<file path="config.mk">
export PLATFORM = sky130hd
export DESIGN_NAME = cla_seq_adder_flat
export DESIGN_NICKNAME = d
export VERILOG_FILES = /design/src/rtl/cla_seq_if.sv /design/src/rtl/cla_seq_adder.sv /design/src/flat_wrapper.sv
export SDC_FILE = /design/constraint.sdc
export NUM_CORES = 1
export LEC_CHECK = 0
export CAP_MARGIN = 40
export CELL_PAD_IN_SITES_DETAIL_PLACEMENT = 0
export CELL_PAD_IN_SITES_GLOBAL_PLACEMENT = 1
export CORE_UTILIZATION = 47
export CTS_CLUSTER_SIZE = 28
export DETAILED_ROUTE_END_ITERATION = 10
export DONT_BUFFER_PORTS = 1
export GPL_ROUTABILITY_DRIVEN = 1
export PLACE_DENSITY = 0.84
export SYNTH_ARGS = -nofsm -noshare
export SYNTH_HDL_FRONTEND = slang
export SYNTH_SLANG_ARGS = --single-unit
</file>
<file path="constraint.sdc">
create_clock -name clk -period 3.1 [get_ports clk]
set_input_delay 0.155 -clock clk [delete_from_list [all_inputs] [get_ports clk]]
set_output_delay 0.155 -clock clk [all_outputs]
set_load 0.02 [all_outputs]
</file>
<file path="src/rtl/cla_seq_if.sv">
// Start/done handshake and operand/result bundle for the sequential CLA adder.
// The master drives operands and start; the slave returns the result and status.
interface cla_seq_if #(
  parameter int WIDTH = 16
);
  logic             start;
  logic [WIDTH-1:0] A;
  logic [WIDTH-1:0] B;
  logic             cin;
  logic             sub;
  logic [WIDTH-1:0] S;
  logic             cout;
  logic             ovf;
  logic             busy;
  logic             done;

  modport master (
    output start, A, B, cin, sub,
    input  S, cout, ovf, busy, done
  );

  modport slave (
    input  start, A, B, cin, sub,
    output S, cout, ovf, busy, done
  );
endinterface

</file>
<file path="src/rtl/cla_seq_adder.sv">
// Multi-cycle adder: one CHUNK-bit carry-lookahead slice per clock, carry kept in c_q.
// Optional subtract support is compiled in with `define CLA_SEQ_SUB_EN.
module cla_seq_adder #(
  parameter int WIDTH = 16,
  parameter int CHUNK = 4
) (
  input  logic       clk,
  input  logic       rst_n,
  cla_seq_if.slave   bus
);

  localparam int N  = WIDTH / CHUNK;
  localparam int IW = (N > 1) ? $clog2(N) : 1;
  localparam logic [IW-1:0] LAST = IW'(N - 1);

  typedef enum logic [1:0] {
    IDLE = 2'd0,
    RUN  = 2'd1,
    DONE = 2'd2
  } state_e;

  state_e           state_q, state_d;
  logic [WIDTH-1:0] a_q, a_d;
  logic [WIDTH-1:0] b_q, b_d;
  logic [WIDTH-1:0] s_q, s_d;
  logic [IW-1:0]    idx_q, idx_d;
  logic             c_q, c_d;
  logic             cout_q, cout_d;
  logic             ovf_q, ovf_d;
  logic             busy_q, busy_d;
  logic             done_q, done_d;
`ifdef CLA_SEQ_SUB_EN
  logic             sub_q, sub_d;
`endif

  logic             accept;
  logic             last;
  logic [CHUNK-1:0] sl_a;
  logic [CHUNK-1:0] sl_b;
  logic [CHUNK-1:0] sl_sum;
  logic [CHUNK:0]   sl_c;

  // Fully expanded lookahead: each carry is a sum of generate terms
  // propagated through the intervening p bits, plus the incoming carry.
  function automatic logic [CHUNK:0] cla_carry(
    input logic [CHUNK-1:0] a,
    input logic [CHUNK-1:0] b,
    input logic             c0
  );
    logic [CHUNK-1:0] p;
    logic [CHUNK-1:0] g;
    logic [CHUNK:0]   c;
    logic             t;
    p    = a ^ b;
    g    = a & b;
    c    = '0;
    c[0] = c0;
    for (int i = 0; i < CHUNK; i++) begin
      t = c0;
      for (int k = 0; k <= i; k++) t = t & p[k];
      c[i+1] = t;
      for (int j = 0; j <= i; j++) begin
        t = g[j];
        for (int k = j + 1; k <= i; k++) t = t & p[k];
        c[i+1] = c[i+1] | t;
      end
    end
    return c;
  endfunction

  always_ff @(posedge clk) begin
    if (!rst_n) begin
      state_q <= IDLE;
      a_q     <= '0;
      b_q     <= '0;
      s_q     <= '0;
      idx_q   <= '0;
      c_q     <= 1'b0;
      cout_q  <= 1'b0;
      ovf_q   <= 1'b0;
      busy_q  <= 1'b0;
      done_q  <= 1'b0;
`ifdef CLA_SEQ_SUB_EN
      sub_q   <= 1'b0;
`endif
    end else begin
      state_q <= state_d;
      a_q     <= a_d;
      b_q     <= b_d;
      s_q     <= s_d;
      idx_q   <= idx_d;
      c_q     <= c_d;
      cout_q  <= cout_d;
      ovf_q   <= ovf_d;
      busy_q  <= busy_d;
      done_q  <= done_d;
`ifdef CLA_SEQ_SUB_EN
      sub_q   <= sub_d;
`endif
    end
  end

  always_comb begin
    accept  = bus.start && (state_q == IDLE || state_q == DONE);
    last    = (idx_q == LAST);
    state_d = state_q;
    unique case (state_q)
      IDLE:    state_d = accept ? RUN : IDLE;
      RUN:     state_d = last ? DONE : RUN;
      DONE:    state_d = accept ? RUN : IDLE;
      default: state_d = IDLE;
    endcase
  end

  always_comb begin
    sl_a = a_q[idx_q*CHUNK +: CHUNK];
    sl_b = b_q[idx_q*CHUNK +: CHUNK];
`ifdef CLA_SEQ_SUB_EN
    if (sub_q) sl_b = ~sl_b;
`endif
    sl_c   = cla_carry(sl_a, sl_b, c_q);
    sl_sum = sl_a ^ sl_b ^ sl_c[CHUNK-1:0];
  end

  always_comb begin
    a_d    = a_q;
    b_d    = b_q;
    s_d    = s_q;
    idx_d  = idx_q;
    c_d    = c_q;
    cout_d = cout_q;
    ovf_d  = ovf_q;
    busy_d = busy_q;
    done_d = 1'b0;
`ifdef CLA_SEQ_SUB_EN
    sub_d  = sub_q;
`endif
    if (accept) begin
      a_d    = bus.A;
      b_d    = bus.B;
      s_d    = '0;
      idx_d  = '0;
      c_d    = bus.cin;
      cout_d = 1'b0;
      ovf_d  = 1'b0;
      busy_d = 1'b1;
`ifdef CLA_SEQ_SUB_EN
      sub_d  = bus.sub;
      if (bus.sub) c_d = 1'b1;
`endif
    end else if (state_q == RUN) begin
      s_d[idx_q*CHUNK +: CHUNK] = sl_sum;
      c_d   = sl_c[CHUNK];
      idx_d = idx_q + 1'b1;
      if (last) begin
        idx_d  = '0;
        cout_d = sl_c[CHUNK];
        ovf_d  = sl_c[CHUNK] ^ sl_c[CHUNK-1];
        busy_d = 1'b0;
        done_d = 1'b1;
      end
    end
  end

  assign bus.S    = s_q;
  assign bus.cout = cout_q;
  assign bus.ovf  = ovf_q;
  assign bus.busy = busy_q;
  assign bus.done = done_q;

endmodule

</file>
<file path="src/flat_wrapper.sv">
// flat-port wrapper written by rule: the top's interface ports become plain ports
module cla_seq_adder_flat 
#(
  parameter int WIDTH = 16,
  parameter int CHUNK = 4
)
  (clk, rst_n, bus_start, bus_A, bus_B, bus_cin, bus_sub, bus_S, bus_cout, bus_ovf, bus_busy, bus_done);
  cla_seq_if #(.WIDTH(WIDTH)) bus_i ();
  input  logic clk;
  input  logic rst_n;
  input wire logic [$bits(bus_i.start)-1:0] bus_start;
  input wire logic [$bits(bus_i.A)-1:0] bus_A;
  input wire logic [$bits(bus_i.B)-1:0] bus_B;
  input wire logic [$bits(bus_i.cin)-1:0] bus_cin;
  input wire logic [$bits(bus_i.sub)-1:0] bus_sub;
  output wire logic [$bits(bus_i.S)-1:0] bus_S;
  output wire logic [$bits(bus_i.cout)-1:0] bus_cout;
  output wire logic [$bits(bus_i.ovf)-1:0] bus_ovf;
  output wire logic [$bits(bus_i.busy)-1:0] bus_busy;
  output wire logic [$bits(bus_i.done)-1:0] bus_done;
  assign bus_i.start = bus_start;
  assign bus_i.A = bus_A;
  assign bus_i.B = bus_B;
  assign bus_i.cin = bus_cin;
  assign bus_i.sub = bus_sub;
  assign bus_S = bus_i.S;
  assign bus_cout = bus_i.cout;
  assign bus_ovf = bus_i.ovf;
  assign bus_busy = bus_i.busy;
  assign bus_done = bus_i.done;
  cla_seq_adder #(.WIDTH(WIDTH), .CHUNK(CHUNK)) u_core (.clk(clk), .rst_n(rst_n), .bus(bus_i));
endmodule
</file>
-- Yosys cells after proc, flatten, opt, wreduce, memory -nomap -nowiden
Index checks and enable logic that the tools add are counted.
- add/subtract/negate cells: 2
- equal/unequal tests: 3
- shifts and indexed selects: 4
- mux-type cells: 11
- bitwise logic cells: 26
- reduce and logical (&&, ||, !) cells: 10
- operators with widths (kind ; count):
    4-bit negator with 34-bit output ; 1
    4-bit by 34-bit variable shift with 16-bit output (first input constant) ; 1
    4-bit by 34-bit indexed part select with 16-bit output ; 1
    16-bit by 5-bit indexed part select with 4-bit output ; 2
    16-bit bitwise mux ; 1
    1-bit bitwise AND ; 10
    1-bit OR ; 10
    4-bit bitwise XOR ; 2
    1-bit 2-to-1 mux ; 7
    4-bit bitwise AND ; 1
    2-bit equality test (second input constant) ; 2
    2-bit 2-to-1 mux ; 2
    2-bit one-hot mux with 2 select lines ; 1
    2-bit AND reduction ; 2
    2-bit nonzero test ; 2
    2-bit OR reduction ; 2
    3-bit OR reduction ; 1
    2-bit by 1-bit adder with 2-bit output (second input constant) ; 1
    2-bit by 1-bit equality test with 1-bit output (second input constant) ; 1
    2-bit zero test ; 1
    1-bit NOT ; 2
    1-bit logical AND ; 1
    1-bit logical OR ; 1
    1-bit bitwise XOR ; 1
- flip-flop bits (word level): 57
- bits of input ports: 37
- output and inout bits: 20

-- Longest topological paths before layout
Gate-level depths: netlist of the first run.
- depth after elaboration: 12
- depth in mapped cells: 8

-- Least setup slack after synthesis of the first run
No wires, ideal clock.
- path kind: register -> register
- from: register u_core.idx_q[0]
- to: register u_core.s_q[15], in the netlist u_core.bus.S[15]
- library setup time: 117 ps
- arrival: 2369 ps
- required time: 2983 ps
- path slack: 613 ps
- stages on the path, launching flop included: 9
- buffers on the path: 1
- clock period less this slack: 2487 ps
- path through: dfxtp_1 > buf_4 > mux4_2 > ha_1 > ha_1 > o211ai_1 > nand2_1 > xor2_1 > a32o_1
- cells in the longest elaborated chain, start to end: 11
- elaborated cells on any way between the ends: 21
- RTL lines (what ; line ; source):
    from (decl) ; cla_seq_adder.sv:26 ; logic [IW-1:0] idx_q, idx_d;
    from (signal assigned) ; cla_seq_adder.sv:91 ; idx_q <= idx_d;
    16-bit by 5-bit indexed part select with 4-bit output (on tied branches) ; cla_seq_adder.sv:116, cla_seq_adder.sv:117 ;
    4-bit bitwise XOR ; cla_seq_adder.sv:54, cla_seq_adder.sv:122 ;
    1-bit bitwise AND (3 in series) ; cla_seq_adder.sv:60 ; for (int k = 0; k <= i; k++) t = t & p[k];
    1-bit OR (3 in series) ; cla_seq_adder.sv:65 ; c[i+1] = c[i+1] | t;
    4-bit bitwise XOR ; cla_seq_adder.sv:122 ; sl_sum = sl_a ^ sl_b ^ sl_c[CHUNK-1:0];
    4-bit by 34-bit indexed part select with 16-bit output ; cla_seq_adder.sv:152 ; s_d[idx_q*CHUNK +: CHUNK] = sl_sum;
    16-bit bitwise mux * ; cla_seq_adder.sv:152 ;
    to (signal assigned) ; cla_seq_adder.sv:76 ; s_q <= '0;
    to (signal assigned) ; cla_seq_adder.sv:90 ; s_q <= s_d;
    to (decl) ; cla_seq_adder.sv:25 ; logic [WIDTH-1:0] s_q, s_d;
Every way passes the cells marked *; elsewhere a longest branch is shown, timed or not.
A chain may end at the register's enable or synchronous reset.

-- Worst setup path in the final report of the first run
- from: register u_core.idx_q[0]
- to: register u_core.s_q[7], in the netlist u_core.bus.S[7]
Same word-level chain as after synthesis.

==> metrics, run 1 <==
status=completed; crit-path most repeated cell=ha_1; reg-to-reg slack, setup=440 ps; Netlist Area Pre-Place=2630 sq um; via count=1,980; Worst path max stage delay=620 ps; CTS tree=yes; min-delay src=bus_A[11]; layout filler cell count=456; initial antenna violation count=0; worst r2r path cells=7; syn_nets=319; CP max FO=7; #FFs+latches synth=57; Hold Fails Final Rpt=0; clk sinks=57; most common cell after layout, fill and taps aside=nand2_1; ANT cells=0; Critical Path RT=3380 ps; VDD IR-drop max=0.313 mV; CP Class=reg -> reg; most frequent cells in the layout=nand2_1, dfxtp_1, dlygate4sd3_1, a21boi_0, nor2_1; WL/cell=15.7 microns; die footprint=5900 sq um; hold path cells=2; Worst Skew=8.45 ps; GR Overflow Total=0; Reg2Reg Launch Point=u_core.idx_q[0]$_SDFFE_PP0P_; fin worst setup slack=445 ps; Final GP Congestion=0.719; max-cap violation count=0; FP Rows=26; ANT nets after route=0; Setup Total Neg Slack=0 ps; area of the multi-input gates=1380 sq um; CTS Buf Count=9; crit-path cells=mux4_2 -> ha_1 -> ha_1 -> o211ai_1 -> nand2_1 -> xor2_1 -> a32o_1; Clock Tree Buf Depth=2; worst reg2reg endpoint=u_core.bus.S[7]$_SDFFE_PP0P_; global-route wire length before repair=10.1 mm; post-synthesis sequential area ratio=43.3%; Min Hold Slack=3.22 ps; Clock Root Buffer=clkbuf_8; Mapped Cells=270; Worst Max-Slew Pin Slew=458 ps; CP Data Arrival Time=2930 ps; DR iter-0 viols=87; share of layout cells above drive strength 1=13.1%; pre-CTS WS=462 ps; Final setup viols=0; hold worst-path end=u_core.a_q[11]$_SDFFE_PN0P_; Slew HR=69.4%; vias in the first global route=2,001; fin. max-slew vios=0; Die Y-Extent=76.8 microns; Avg Inst Size Synth=9.75 sq um; crit path launch type=flop; DRC Markers=0; I/O pins=57; Clk Latency, worst-skew pair=330 ps; Nets=349; final instance area=3180 sq um; crit path from=u_core.idx_q[0]$_SDFFE_PP0P_; Hold/Removal Path Class=in -> reg; Leakage=1.21 nW; Core Area=5240 sq um; first-pass iteration count of the detailed router=4; CTS H-tree depth=3; post-synth cell types=33; Initial Util=50.3%; Syn. warnings=0; Die X=76.8 microns; HPWL after detailed placement=3.79 mm; crit path max-delay cell type=mux4_2; via/cell ratio=5.28; P&R area growth vs syn=21.0%; WL final=5.88 mm; Final min period=2660 ps; final period utilization=85.7%; gr usage total=22.3%; Power, Total=0.00173 W; PD cells=542 nW/um^2; nature of the critical path endpoint=flop; Area after DPL=2640 sq um; Worst-path clk slew=70 ps; unrepaired setup endpoints after global routing=no; Register Area=1140 sq um; largest net degree at the start of global routing=37; Port Buffers=0; Fmax=377 MHz
-- cell type report --
cell class / instances / share of cell area (%)
Timing Repair Buffer: 36 / 11.2
Tap cell: 70 / 2.75
Inverter: 2 / 0.236
Clock inverter: 2 / 1.10
Sequential cell: 57 / 35.8
Clock buffer: 14 / 5.42
Multi-Input combinational cell: 194 / 43.4
-- power breakdown --
group / total (W) / switching [W] / internal (W) / leakage [nW]
combinational: 0.000212 / 0.000117 / 0.0000955 / 0.641
clock: 0.000724 / 0.000288 / 0.000437 / 0.107
sequential: 0.000789 / 0.0000251 / 0.000764 / 0.465
-- state kept, by name, summed over array words and instances, names as in the netlist, 2 cells and up --
register        count
u_core.state_q      2
u_core.a_q         16
u_core.b_q         16
u_core.idx_q        2
u_core.bus.S       16
-- routing by layer --
metal,vias up,wire (microns),GRT usage (%)
li1,1000,-,-
met1,925,2700,27.5
met2,49,2820,36.3
met3,6,299,7.02
met4,0,65,8.08
met5,-,0,0
-- critical path, delay by kind of cell, from the launching register on --
kind | cells | cell delay [ps]
fa+ha+maj | 2 | 510
compound gates | 2 | 400
simple gates | 1 | 140
mux | 1 | 620
flops | 1 | 590
xor+xnor | 1 | 330
-- cell usage after synthesis --
master / number / area (sq um)
nand2_1: 75 / 282
dfxtp_1: 57 / 1140
a21boi_0: 29 / 218
nor2_1: 13 / 48.8
ha_1: 11 / 138
a21oi_1: 10 / 50.1
a22oi_1: 8 / 60.1
a32o_1: 8 / 80.1
mux4_2: 8 / 180
buf_2: 5 / 25.0
buf_4: 5 / 37.5
clkbuf_1: 5 / 18.8
nor4_4: 4 / 85.1
a21boi_1: 3 / 22.5
a21oi_2: 2 / 17.5
and3_1: 2 / 12.5
buf_6: 2 / 22.5
inv_1: 2 / 7.51
nand2_2: 2 / 12.5
nand2b_4: 2 / 27.5
nor2b_1: 2 / 12.5
o21a_1: 2 / 15.0
o21ai_2: 2 / 17.5
xor2_1: 2 / 17.5
and2_1: 1 / 6.26
and2_4: 1 / 8.76
and2b_1: 1 / 7.51
fa_1: 1 / 20.0
mux2i_1: 1 / 10.0
nand2b_1: 1 / 6.26
o211ai_1: 1 / 7.51
o221ai_1: 1 / 8.76
xnor2_1: 1 / 8.76
-- worst max path at each step --
stage	slack (ps)	end
after floorplan	610	u_core.bus.S[15]$_SDFFE_PP0P_
after global placement	500	u_core.bus.S[15]$_SDFFE_PP0P_
after detailed placement	460	u_core.bus.S[7]$_SDFFE_PP0P_
after CTS	430	u_core.bus.S[7]$_SDFFE_PP0P_
after global routing	280	u_core.bus.S[7]$_SDFFE_PP0P_
final	440	u_core.bus.S[7]$_SDFFE_PP0P_
-- stage by stage --
step / utilization [%] / std cells
final: 60.8 / 375
after global routing: 60.8 / 375
after CTS: 60.5 / 374
after detailed placement: 50.4 / 326
after global placement: 50.4 / 326
after floorplan: - / 270
-- cell families after synthesis --
family                     Yosys count  synth area share [%]
buffers and inverters               19                  4.23
muxes                                9                  7.22
and+or+nand+nor                    104                  19.3
DFF                                 57                  43.3
adders and majority gates           12                  5.99
xor gates and xnor gates             3                 0.998
AOI/OAI and AO/OA                   66                  18.9
-- what timing repair did --
action | in CTS | in global routing
buffers inserted | 0 | 0
setup endpoints to repair | 0 | 0
gates resized for setup | 0 | 0
hold endpoints to repair | 37 | 0
hold buffers | 32 | 0
No activity file was read; power rests on OpenSTA's default activity.
==> run 2, diff against run 1 <==
- CORE_ASPECT_RATIO: default -> 1.1
==> metrics, run 2 (synthesis results as in run 1) <==
vias in the first global route=1,934 (was 2,001); Worst path max stage delay=620 ps (about the same); CTS Buf Count=9 (unchanged); CP max FO=7 (unchanged); P&R area growth vs syn=21.3% (was 21.0%); status=completed (unchanged); Hold Fails Final Rpt=0 (unchanged); die footprint=5900 sq um (about the same); gr usage total=21.1% (was 22.3%); Initial Util=48.8% (was 50.3%); GR Overflow Total=0 (unchanged); ANT cells=0 (unchanged); PD cells=507 nW/um^2 (was 542 nW/um^2); DRC Markers=0 (unchanged); DR iter-0 viols=118 (was 87); clk sinks=57 (unchanged); ANT nets after route=0 (unchanged); WL/cell=14.8 microns (was 15.7 microns); Critical Path RT=3380 ps (about the same); largest net degree at the start of global routing=38 (was 37); via count=1,973 (was 1,980); fin. max-slew vios=0 (unchanged); share of layout cells above drive strength 1=13.4% (was 13.1%); Clk Latency, worst-skew pair=340 ps (was 330 ps); VDD IR-drop max=0.291 mV (was 0.313 mV); Leakage=1.21 nW (about the same); crit-path cells=mux4_2 -> ha_1 -> ha_1 -> o211ai_1 -> nand2_1 -> xor2_1 -> a32o_1 (unchanged); crit path launch type=flop (unchanged); Critical path buffers and inverters=0 (unchanged); Final GP Congestion=0.745 (was 0.719); max-cap violation count=0 (unchanged); nature of the critical path endpoint=flop (unchanged); Power, Total=0.00162 W (was 0.00173 W); crit-path most repeated cell=ha_1 (unchanged); FP Rows=28 (was 26); Die X=73.4 microns (was 76.8 microns); most frequent cells in the layout=nand2_1, dfxtp_1, dlygate4sd3_1, a21boi_0, nor2_1 (unchanged); Nets=351 (was 349); pre-CTS WS=466 ps (was 462 ps); Worst Max-Slew Pin Slew=468 ps (was 458 ps); Hold/Removal Path Class=in -> reg (unchanged); Final setup viols=0 (unchanged); global-route wire length before repair=9.25 mm (was 10.1 mm); Worst-path clk slew=60 ps (was 70 ps); I/O pins=57 (unchanged); via/cell ratio=5.16 (was 5.28); Port Buffers=0 (unchanged); Die Y-Extent=80.5 microns (was 76.8 microns); Final min period=2670 ps (was 2660 ps); crit path max-delay cell type=mux4_2 (unchanged); Clock Root Buffer=clkbuf_8 (unchanged); Worst Skew=13.9 ps (was 8.45 ps); Slew HR=68.8% (was 69.4%); CTS H-tree depth=3 (unchanged); Setup Total Neg Slack=0 ps (unchanged); Crit path max-delay family=multiplexers (unchanged); CP Data Arrival Time=2950 ps (was 2930 ps); CTS tree=yes (unchanged); initial antenna violation count=0 (unchanged); postcts setup bufs=0 (unchanged); HPWL after detailed placement=3.67 mm (was 3.79 mm); Fmax=374 MHz (was 377 MHz); Core Area=5400 sq um (was 5240 sq um); unrepaired setup endpoints after global routing=no (unchanged); fin worst setup slack=428 ps (was 445 ps); Clock Tree Buf Depth=2 (unchanged); first-pass iteration count of the detailed router=4 (unchanged); final period utilization=86.2% (was 85.7%); most common cell after layout, fill and taps aside=nand2_1 (unchanged); WL final=5.66 mm (was 5.88 mm); CP Class=reg -> reg (unchanged)
## run 2: changes by cell type in the layout (fill, tap and decap cells not counted)
cell,change
clkbuf_8,-1
clkinv_2,+2
bufinv_16,-1
dlygate4sd3_1,+1
buf_16,+1
## run 2: routing by layer
layer / up-vias / global-route usage [%] / routed length [microns]
met2: 48 / 32.6 / 2650
met4: 0 / 10.2 / 122
met3: 11 / 6.40 / 282
met5: - / 0 / 0
met1: 916 / 26.7 / 2610
li1: 998 / - / -
## run 2: area by class of cell
cell class / count / area, sq um
Clock buffer: 13 / 159
Clock inverter: 3 / 15.0
Fill cell: 492 / 2200
Inverter: 2 / 7.51
Multi-Input combinational cell: 194 / 1380
Sequential cell: 57 / 1140
Tap cell: 75 / 93.8
Timing Repair Buffer: 38 / 395
## run 2: power by group
part | internal, W | switching, W | total [W]
sequential | 0.000764 | 0.0000245 | 0.000789
clock | 0.000330 | 0.000284 | 0.000613
combinational | 0.000101 | 0.000117 | 0.000218
## run 2: final timing paths
check / start / endpoint / slack (ps) / cells after the start
max: u_core.idx_q[0]$_SDFFE_PP0P_ / u_core.bus.S[11]$_SDFFE_PP0P_ / 430 / 7
min: bus_cin / u_core.c_q$_SDFFE_PN0P_ / 90 / 2
max reg2reg: u_core.idx_q[0]$_SDFFE_PP0P_ / u_core.bus.S[11]$_SDFFE_PP0P_ / 430 / 7
min reg2reg: u_core.b_q[2]$_SDFFE_PN0P_ / u_core.b_q[2]$_SDFFE_PN0P_ / 460 / 2
## run 2: timing repair
| action | CTS | global route |
|---|---|---|
| hold endpoints to repair | 37 | 0 |
| resized for setup | 0 | 0 |
| hold buffers | 33 | 0 |
## run 2: through the flow
step	cell area, sq um	hold slack (ps)	instances	util (%)
floorplan	2630	290	270	-
global placement	2650	281	331	49.1
detailed placement	2660	283	332	49.4
CTS	3170	87.0	381	58.7
global route	3190	111	382	59.2
finish	3190	94.4	382	59.2
